File: src/rtl/program_counter16.sv
// 16-bit program counter with a valid/ready fetch handshake and a one-cycle bubble after redirects.
// Define PC_RAS_EN to add a circular return-address stack with call/ret ports and the ras_err pulse.
module program_counter16 #(
  parameter int               WIDTH      = 16,
  parameter logic [WIDTH-1:0] RESET_ADDR = '0,
  parameter int               RAS_DEPTH  = 4
) (
  input  logic             clk,
  input  logic             reset,
  input  logic [WIDTH-1:0] in,
  input  logic             load,
  input  logic             inc,
  output logic [WIDTH-1:0] out,
  output logic             fetch_valid,
  input  logic             fetch_ready
`ifdef PC_RAS_EN
  ,
  input  logic             call,
  input  logic             ret,
  output logic             ras_err
`endif
);

  if (RAS_DEPTH < 2 || (RAS_DEPTH & (RAS_DEPTH - 1)) != 0) begin : g_bad_ras_depth
    $error("RAS_DEPTH must be a power of two and at least 2");
  end

  typedef enum logic [1:0] {BOOT = 2'b00, RUN = 2'b01, BUBBLE = 2'b10} state_t;

  state_t           state;
  logic             accept;
  logic             redirect;
  logic             hold;
  logic             advance;
  logic [WIDTH-1:0] target;

  assign fetch_valid = (state == RUN);
  assign accept      = fetch_valid & fetch_ready;

`ifdef PC_RAS_EN
  localparam int PW = $clog2(RAS_DEPTH);

  logic [WIDTH-1:0] stack [RAS_DEPTH];
  logic [PW-1:0]    tos;      // index of the newest entry
  logic [PW-1:0]    tos_inc;
  logic [PW:0]      count;
  logic             empty, full, push, pop, err_next;

  assign tos_inc = tos + 1'b1;
  assign empty   = (count == '0);
  assign full    = (count == (PW+1)'(RAS_DEPTH));

  always_comb begin
    pop      = ret & ~empty;
    push     = call & ~ret;
    hold     = ret & empty;   // empty ret is a no-op that also swallows load/inc
    err_next = (ret & empty) | (push & full);
    redirect = pop | push | (load & ~ret & ~call);
    target   = pop ? stack[tos] : in;
  end

  // A full push wraps onto the oldest slot, so no shifting is needed.
  always_ff @(posedge clk) begin
    if (push) stack[tos_inc] <= out + 1'b1;
  end

  always_ff @(posedge clk) begin
    if (reset) begin
      tos     <= '0;
      count   <= '0;
      ras_err <= 1'b0;
    end else begin
      ras_err <= err_next;
      if (pop) begin
        tos   <= tos - 1'b1;
        count <= count - 1'b1;
      end else if (push) begin
        tos <= tos_inc;
        if (!full) count <= count + 1'b1;
      end
    end
  end
`else
  always_comb begin
    hold     = 1'b0;
    redirect = load;
    target   = in;
  end
`endif

  assign advance = ~redirect & ~hold & inc & accept;

  always_ff @(posedge clk) begin
    if (reset) begin
      out   <= RESET_ADDR;
      state <= BOOT;
    end else begin
      if (redirect)     out <= target;
      else if (advance) out <= out + 1'b1;
      state <= redirect ? BUBBLE : RUN;
    end
  end

endmodule

File: config.mk
export PLATFORM = sky130hd
export DESIGN_NAME = program_counter16
export DESIGN_NICKNAME = d
export VERILOG_FILES = /design/src/rtl/program_counter16.sv
export SDC_FILE = /design/constraint.sdc
export NUM_CORES = 1
export LEC_CHECK = 0
export ABC_AREA = 1
export BUFFER_PORTS_ARGS = -buffer_cell sky130_fd_sc_hd__buf_2
export CORE_UTILIZATION = 45
export DETAILED_ROUTE_END_ITERATION = 16
export GPL_ROUTABILITY_DRIVEN = 0
export PLACE_DENSITY = 0.75
export SETUP_SLACK_MARGIN = 0.1
export SLEW_MARGIN = 25
export SYNTH_ARGS = -nofsm -noshare
export SYNTH_HDL_FRONTEND = slang
export SYNTH_SLANG_ARGS = --single-unit
File: constraint.sdc
create_clock -name clk -period 1.5 [get_ports clk]
set_clock_uncertainty 0.15 [all_clocks]
set_input_delay 0.15 -clock clk [delete_from_list [all_inputs] [get_ports clk]]
set_output_delay 0.15 -clock clk [all_outputs]
set_load 0.02 [all_outputs]
==> impl_metrics.py, run 1 <==
metrics = {
    "sta": {
        "finalCritPeriodShare_pct": 97.7,
        "final-setup-viol-count": 0,
        "timing.hold.ws_ns": -0.00450,
        "max_freq_mhz": 682,
        "rsz0062_at_grt": "yes",
        "final_hold_viol_count": 1,
        "finalMaxSlewViolations": 0,
        "min_period_ns": 1.47,
        "worstMarginPinSlew_ns": 0.311,
        "timing.slew.headroom_pct": 79.1,
    },
    "route": {
        "drt-wirelength-per-cell_um": 13.0,
        "wl_um": 3680,
        "dr.pass1.iters": 4,
        "drt-vias-per-instance": 5.29,
        "vias": 1492,
        "drt_iter0_drc": 70,
        "ant_nets": 0,
        "drc": 0,
    },
    "cells_and_area": {
        "area_growth_pct": 46.1,
        "final_core_util_pct": 69.8,
        "final_nets": 275,
        "diodes": 0,
        "drive_above_1_share_pct": 41.7,
    },
    "setup_path": {
        "worstPathArrival_ns": 1.52,
        "critPathKind": "reg -> reg",
        "worst_setup_path_end_kind": "flop",
        "max_stage_delay_ns": 0.39,
        "critPathMostFrequentCell": "inv_1",
        "cpLargestDelayFamily": "simple AND/OR/NAND/NOR gates",
        "worstReg2RegStart": "out[0]",
        "crit_slowest_cell": "dfxtp_4",
        "crit_chain": "buf_6, inv_1, nor2_2, nand2_2, o211ai_1, nand3_1, nand2_1, inv_1",
        "cp_num_buf_inv": 3,
        "cp-startpoint": "out[0]",
        "worstPathMaxFanout": 4,
        "worstPathRequired_ns": 1.56,
        "start_kind": "flop",
        "rr_endpoint": "out[7]",
        "reg2regPathDepth": 8,
        "rrSetupSlack_ns": 0.03,
    },
    "synthesis": {
        "yosys-top-cells-area": "dfxtp_1, nand2_1, nand3_1",
        "ys_seq_area_share_pct": 30.2,
        "synth_edf_count": 0,
        "ys.flop_type": "dfxtp_1",
        "netlist_area_sq_um": 1190,
        "synth_nets": 215,
        "synth_common_cells": "nand2_1, nor2_1, nand3_1",
        "async_flop_share_pct": 0,
        "yosysMostFrequentCell": "nand2_1",
        "ys_ff_latch": 18,
        "synthCells": 193,
        "post-synth-top-area-cell": "dfxtp_1",
        "yosys_warnings": 0,
        "synth_area_per_cell_sq_um": 6.19,
        "ys_types": 26,
        "synth_top_area_share_pct": 30.2,
    },
    "global_route": {
        "grt_pass1_wl_um": 5890,
        "antenna_found_initial": 0,
        "overflow": 0,
        "grt.total_usage_pct": 28.2,
        "grt_max_degree": 17,
        "grt_pass1_vias": 1350,
    },
    "floorplan": {
        "die-width_um": 53.5,
        "num_io_pins": 38,
        "die_y_um": 53.5,
        "fp-row-count": 18,
        "die-area_sq_um": 2870,
        "core_sq_um": 2500,
        "initial_utilization_pct": 47.8,
    },
    "pwr": {
        "sw_frac_of_total_pct": 34.0,
        "clkPwrFrac_pct": 23.4,
        "power_mw": 1.12,
        "seqPwrFrac_pct": 48.6,
        "internal_power_mw": 0.741,
        "p_leak_nw": 0.832,
        "switchingPower_mw": 0.381,
        "combPwrFrac_pct": 28.0,
        "power_density_nw_per_um2": 643,
        "irDropWorstVdd_mv": 0.570,
    },
    "status": {
        "outcome": "finished, violations left",
        "violations": "hold timing",
    },
    "clocking": {
        "clock_sinks": 18,
        "clkTransAtPathRegs_ns": 0.11,
        "cts_tree": "built",
        "cts_buffers": 3,
        "cts_max_level": 1,
        "clockBufferDepth": 2,
        "cts-root-buf": "clkbuf_4",
        "clk_latency_ns": 0.31,
    },
    "worst_hold_path": {
        "hold_path_class": "in -> reg",
        "holdPathEnd": "out[6]",
        "min-delay-start": "in[6]",
        "worstHoldPathCells": 5,
    },
    "job": {
        "maxCapViolations": 0,
    },
    "placement": {
        "hpwl_um": 2310,
        "io_buffers": 37,
    },
}
[power groups by stage]
stage | Combinational (mW) | Sequential, mW | Clock [mW]
2_1_floorplan | 0.127 | 0.585 | 0
3_3_place_gp | 0.246 | 0.554 | 0
3_5_place_dp | 0.249 | 0.554 | 0
4_1_cts | 0.282 | 0.544 | 0.261
5_1_grt | 0.346 | 0.550 | 0.294
6_report | 0.314 | 0.545 | 0.263
[metal layers]
metal	vias up	wire [um]	track usage, %
met1	668	1480	34.1
met5	-	0	0
li1	741	-	-
met4	0	79	10.1
met3	10	342	7.34
met2	73	1780	47.7
[kinds of logic after synthesis]
logic type      Yosys count  synth area share [%]
compound gates           21                  11.0
xor+xnor                  1                 0.733
fa+ha+maj                 1                  1.05
buf+inv                  29                  10.6
flops                    18                  30.2
simple gates            123                  46.5
[area by class of cell]
type                       instances  area [sq um]
inverter                          24          97.6
clock inverter                     1          3.75
tap                               30          37.5
multi-input combinational        146           801
clock buffer                       3          22.5
fill                             191           754
timing repair buffer              60           390
sequential                        18           393
[worst min-delay path, stage by stage]
cell,delay [ns]
buf_2,0.07
nand2_1,0.04
nand3_1,0.07
nand2_1,0.05
inv_1,0.04
[cell usage in the layout (no fill, tap or decap)]
cell,count
o21ai_0,2
o211ai_1,4
nand2_1,48
nand4_1,3
buf_6,4
nor2_4,3
a21oi_2,5
o21ai_1,5
xor2_1,1
nor3_1,2
dfxtp_2,5
clkinv_1,2
dfxtp_4,7
inv_8,1
nand3_4,2
nand2_8,1
a21oi_1,3
nand3_2,2
nand3_1,23
nor2_1,20
clkbuf_4,3
buf_4,14
buf_2,36
nand2_2,5
o221ai_1,1
dfxtp_1,6
a31oi_1,1
nor2_2,13
inv_1,19
ha_4,1
inv_2,3
nand3b_1,1
dlygate4sd3_1,6
[repair_timing]
| item | 4_1_cts | 5_1_grt |
|---|---|---|
| endpoints found under the setup margin | 8 | 15 |
| hold buffers | 5 | 1 |
| hold endpoints to repair | 5 | 1 |
| setup buffers | 8 | 4 |
| pin swaps | 7 | 8 |
| resized for setup | 9 | 39 |
[stage by stage]
step / setup WS (ns) / TNS, ns / area, sq um / hold slack [ns] / cells
after floorplan: 0.0997 / 0 / 1220 / 0.110 / 193
after global placement: 0.0803 / 0 / 1440 / 0.216 / 260
after detailed placement: 0.0294 / 0 / 1440 / 0.216 / 260
after CTS: 0.0970 / 0 / 1610 / 0.00593 / 277
after global routing: -0.0556 / -0.116 / 1750 / 0.00709 / 282
final: 0.0341 / 0 / 1750 / -0.00450 / 282
[flip-flops by register name (all words and copies together), names as in the netlist]
signal  flops
state       2
out        16
[how the worst max path moves through the flow]
stage              end  slack [ns]  cells after the start
2_1_floorplan  out[12]         0.1                      8
3_3_place_gp   out[14]        0.08                      8
3_5_place_dp    out[8]        0.03                      8
4_1_cts         out[8]         0.1                      8
5_1_grt         out[7]       -0.06                      8
6_report        out[7]        0.03                      8
(Power assumes the default switching activity.)
==> run 2: changes to the inputs <==
Settings changed: ABC_AREA 1 to not set, CORE_UTILIZATION 45 to 42, PLACE_DENSITY 0.75 to 0.73.
==> impl_metrics.py, run 2 <==
metrics = {
    "status": {
        "outcome": "finished, violations left",
        "violations": "setup timing",
    },
    "global_route": {
        "grt_max_degree": 14,
        "grt.total_usage_pct": 28.3,
        "antenna_found_initial": 0,
        "grt_pass1_vias": 1136,
        "grt_pass1_wl_um": 5280,
        "overflow": 0,
    },
    "synthesis": {
        "ys_seq_area_share_pct": 37.2,
        "synth_common_cells": "dfxtp_1, nor2_1, nand2_1",
        "synth_nets": 138,
        "yosysMostFrequentCell": "dfxtp_1",
        "ys_ff_latch": 18,
        "synth_area_per_cell_sq_um": 8.36,
        "yosys_warnings": 0,
        "async_flop_share_pct": 0,
        "ys.flop_type": "dfxtp_1",
        "netlist_area_sq_um": 970,
        "yosys-top-cells-area": "dfxtp_1, nor2_1, a211oi_1",
        "synth_top_area_share_pct": 37.2,
        "synthCells": 116,
        "post-synth-top-area-cell": "dfxtp_1",
        "synth_edf_count": 0,
        "ys_types": 35,
    },
    "setup_path": {
        "worstPathArrival_ns": 1.95,
        "worst_setup_path_end_kind": "flop",
        "cp-startpoint": "out[1]",
        "critPathKind": "reg -> reg",
        "worstPathRequired_ns": 1.57,
        "worstPathMaxFanout": 3,
        "start_kind": "flop",
        "worstReg2RegStart": "out[1]",
    },
    "cells_and_area": {
        "final-seq-area_sq_um": 392,
        "final_nets": 219,
        "final_cell_mix": "buf_2, buf_4, nor2_1, dlygate4sd3_1, nand2_1",
        "top_register": "out",
        "mostFrequentLayoutCell": "buf_2",
        "drive_above_1_share_pct": 53.6,
        "multi_input_area_sq_um": 721,
        "final_area_sq_um": 1780,
        "diodes": 0,
        "area_growth_pct": 84.0,
        "largestRegisters": "out (16), state (2)",
        "fill_cells": 135,
        "largest_reg_flops": 16,
        "final_core_util_pct": 81.4,
    },
    "route": {
        "ant_nets": 0,
        "dr.pass1.iters": 4,
        "wl_um": 3780,
        "drt_iter0_drc": 29,
        "vias": 1276,
        "drt-vias-per-instance": 5.70,
        "drc": 0,
        "drt-wirelength-per-cell_um": 16.9,
    },
    "sta": {
        "max_freq_mhz": 532,
        "setup_ws_ns": -0.380,
        "final-setup-viol-count": 13,
        "finalMaxSlewViolations": 0,
        "timing.slew.headroom_pct": 66.0,
        "finalCritPeriodShare_pct": 125,
        "worstMarginPinSlew_ns": 0.505,
        "final_hold_viol_count": 0,
        "rsz0062_at_grt": "yes",
        "min_period_ns": 1.88,
        "timing.hold.ws_ns": 0.0257,
    },
    "floorplan": {
        "die_y_um": 50.1,
        "die-area_sq_um": 2510,
        "num_io_pins": 38,
        "initial_utilization_pct": 44.3,
        "die-width_um": 50.1,
        "fp-row-count": 17,
        "core_sq_um": 2190,
    },
    "placement": {
        "postPlaceCellArea_sq_um": 1440,
        "io_buffers": 37,
        "hpwl_um": 2120,
    },
    "pwr": {
        "p_leak_nw": 0.824,
        "irDropWorstVdd_mv": 0.569,
        "power_density_nw_per_um2": 663,
        "power_mw": 1.18,
    },
    "clocking": {
        "clockBufferDepth": 2,
        "clk_latency_ns": 0.30,
        "cts_buffers": 3,
        "cts_tree": "built",
        "cts-root-buf": "clkbuf_4",
        "clkTransAtPathRegs_ns": 0.11,
        "clock_sinks": 18,
        "cts_max_level": 1,
    },
    "job": {
        "maxCapViolations": 0,
    },
    "worst_hold_path": {
        "hold_path_class": "in -> reg",
        "min-delay-start": "in[15]",
    },
}
## run 2: final cells by class
type	instances	share of cell area, %
multi-input cells	88	40.4
clock buffers	4	2.03
repair buffers	81	32.6
well taps	28	1.96
inverters	5	1.05
flip-flops and latches	18	21.9
## run 2: critical path, stage by stage (launching register included)
cell	delay, ns
dfxtp_4	0.37
ha_4	0.14
nand3_4	0.08
or4_4	0.50
or3_1	0.33
a311oi_1	0.23
## run 2: repair_timing
item                                   CTS  global route
hold buffers                            14             0
setup endpoints to repair               14            15
pin swaps                               12             6
setup buffers                            3             2
gates resized for setup                 12            13
endpoints found under the hold margin   14             0
## run 2: worst paths after layout
kind,end,slack [ns],cells past startpoint
max reg2reg,out[14],-0.38,5
min reg2reg,out[14],0.46,2
min,out[15],0.03,4
max,out[14],-0.38,5
## run 2: logic make-up after synthesis
family	Yosys count	share of synthesized area (%)
AOI/OAI and AO/OA	23	17.5
xor gates and xnor gates	8	7.23
adders and majority gates	1	1.29
buffers and inverters	10	3.87
DFF	18	37.2
muxes	1	1.03
and+or+nand+nor	55	31.9
## run 2: per-layer routing
metal | global-route usage, % | vias up | share of wire (%)
met3 | 7.10 | 12 | 6.4
met4 | 10.0 | 0 | 2.6
li1 | - | 596 | -
met1 | 34.6 | 602 | 39
met5 | 0 | - | 0
met2 | 47.3 | 66 | 52
## run 2: metrics by stage
step | TNS [ns] | setup WS (ns) | std cells
final | -2.34 | -0.380 | 224
after global routing | -2.92 | -0.440 | 224
after CTS | -1.74 | -0.336 | 222
after detailed placement | -2.00 | -0.409 | 201
after global placement | -1.56 | -0.397 | 201
after floorplan | -0.988 | -0.457 | 116
## run 2: where the power goes
group | switching [mW] | internal (mW)
Clock | 0.164 | 0.148
Combinational | 0.179 | 0.158
Sequential | 0.0239 | 0.510
==> run 3: changes to the inputs <==
==> constraint.sdc (replaced) <==
create_clock -name clk -period 1.5 [get_ports clk]
set_clock_uncertainty 0.15 [all_clocks]
set_input_delay 0.375 -clock clk [delete_from_list [all_inputs] [get_ports clk]]
set_output_delay 0.375 -clock clk [all_outputs]
set_load 0.02 [all_outputs]
==> impl_metrics.py, run 3 (synthesis gave the netlist of run 2 again) <==
metrics = {
    "status": {
        "outcome": "finished, violations left",
        "violations": "setup timing",
    },
    "sta": {
        "max_freq_mhz": 539,
        "rsz0062_at_grt": "yes",
        "timing.slew.headroom_pct": 68.7,
        "min_period_ns": 1.86,
        "tns_ns": -2.74,
        "finalMaxSlewViolations": 0,
        "final-setup-viol-count": 14,
        "worstMarginPinSlew_ns": 0.465,
        "timing.hold.ws_ns": 0.133,
        "final_hold_viol_count": 0,
        "finalCritPeriodShare_pct": 124,
        "setup_ws_ns": -0.355,
    },
    "placement": {
        "io_buffers": 37,
        "hpwl_um": 2040,
        "dp_worst_setup_slack_ns": -0.451,
    },
    "setup_path": {
        "rrSetupSlack_ns": -0.36,
        "worstReg2RegStart": "out[0]",
        "crit_slowest_cell": "or4_4",
        "cpLargestDelayFamily": "simple AND/OR/NAND/NOR gates",
        "worstPathMaxFanout": 3,
        "critPathKind": "reg -> reg",
        "worstPathRequired_ns": 1.59,
        "worstPathArrival_ns": 1.94,
        "rr_endpoint": "out[14]",
        "worst_setup_path_end_kind": "flop",
        "start_kind": "flop",
        "cp_num_buf_inv": 0,
        "max_stage_delay_ns": 0.50,
        "crit_chain": "ha_4, nand3_4, or4_4, or3_4, a311oi_2",
        "reg2regPathDepth": 5,
    },
    "floorplan": {
        "initial_utilization_pct": 44.3,
        "fp-row-count": 17,
        "die_y_um": 50.1,
        "num_io_pins": 38,
        "core_sq_um": 2190,
        "die-width_um": 50.1,
        "die-area_sq_um": 2510,
    },
    "pwr": {
        "p_leak_nw": 0.884,
        "power_density_nw_per_um2": 630,
        "seqPwrFrac_pct": 44.9,
        "clkPwrFrac_pct": 22.2,
        "irDropWorstVdd_mv": 0.777,
        "sw_frac_of_total_pct": 32.1,
        "power_mw": 1.21,
        "switchingPower_mw": 0.388,
        "combPwrFrac_pct": 33.0,
        "internal_power_mw": 0.820,
    },
    "global_route": {
        "grt.total_usage_pct": 29.5,
        "antenna_found_initial": 0,
        "grt_max_degree": 22,
        "grt_pass1_vias": 1190,
        "overflow": 0,
        "grt_pass1_wl_um": 5460,
    },
    "route": {
        "ant_nets": 0,
        "drt-vias-per-instance": 5.62,
        "wl_um": 3650,
        "drt-wirelength-per-cell_um": 16.3,
        "drc": 0,
        "drt_iter0_drc": 21,
        "vias": 1258,
        "dr.pass1.iters": 4,
    },
    "clocking": {
        "clk_latency_ns": 0.31,
        "clockBufferDepth": 2,
        "cts-root-buf": "clkbuf_4",
        "ctsHoldBuffers": 0,
        "cts_tree": "built",
        "clock_sinks": 18,
        "cts_max_level": 1,
        "cts_buffers": 3,
        "clkTransAtPathRegs_ns": 0.11,
    },
    "cells_and_area": {
        "largestRegisters": "out (16), state (2)",
        "diodes": 0,
        "final_cell_mix": "buf_6, buf_4, buf_2, nor2_1, nand2_1",
        "mostFrequentLayoutCell": "buf_6",
        "top_register": "out",
        "area_growth_pct": 97.7,
        "largest_reg_flops": 16,
        "final_nets": 219,
        "drive_above_1_share_pct": 62.8,
        "final_core_util_pct": 87.5,
    },
    "worst_hold_path": {
        "worstHoldPathCells": 3,
        "min-delay-start": "in[11]",
        "hold_path_class": "in -> reg",
        "holdPathEnd": "out[11]",
    },
    "job": {
        "maxCapViolations": 0,
    },
}
## run 3: cell count changes in the layout (fill, tap and decap cells not counted), moves of 5 or more
cell           before  now
buf_6               5   32
buf_2              37   22
dlygate4sd3_1      14    0
dfxtp_1             7    2
dfxtp_2             4    9
## run 3: per-stage QoR
| stage | area [sq um] | cells |
|---|---|---|
| finish | 1920 | 224 |
| global route | 1920 | 224 |
| CTS | 1790 | 217 |
| detailed placement | 1450 | 200 |
| global placement | 1450 | 200 |
| floorplan | 1050 | 116 |
## run 3: per-layer routing
layer | routed length, um | track usage (%) | vias to the layer above
li1 | - | - | 593
met1 | 1420 | 32.4 | 592
met2 | 1970 | 53.6 | 62
met3 | 178 | 5.56 | 11
met4 | 83 | 13.3 | 0
met5 | 0 | 0 | -
## run 3: power by group through the flow
stage	logic [mW]	clock network [mW]	registers (mW)
after floorplan	0.0866	0	0.598
after global placement	0.269	0	0.542
after detailed placement	0.275	0	0.544
after CTS	0.356	0.261	0.540
after global routing	0.421	0.294	0.545
final	0.399	0.268	0.542
## run 3: worst max-delay path by stage
stage	start	cells past startpoint	slack, ns	end
after global placement	fetch_ready	5	-0.41	out[14]
after detailed placement	fetch_ready	5	-0.45	out[14]
after CTS	out[1]	5	-0.33	out[14]
after floorplan	out[1]	5	-0.46	out[14]
after global routing	out[0]	6	-0.38	out[14]
final	out[0]	5	-0.36	out[14]
## run 3: worst register-to-register path: stages (launching register included)
cell      delay (ns)
dfxtp_4         0.38
ha_4            0.14
nand3_4         0.08
or4_4           0.50
or3_4           0.34
a311oi_2        0.19
## run 3: area by class of cell
| cell class | instances | area [sq um] |
|---|---|---|
| multi-input combinational | 88 | 732 |
| timing repair buffer | 81 | 706 |
| sequential | 18 | 398 |
| fill | 111 | 274 |
| tap | 28 | 35.0 |
| clock buffer | 3 | 22.5 |
| inverter | 5 | 20.0 |
| clock inverter | 1 | 3.75 |
## run 3: what timing repair did
action,CTS,global route
setup endpoints to repair,30,31
setup buffers,13,9
resized for setup,62,16
pin swaps,19,7
cloned,0,0
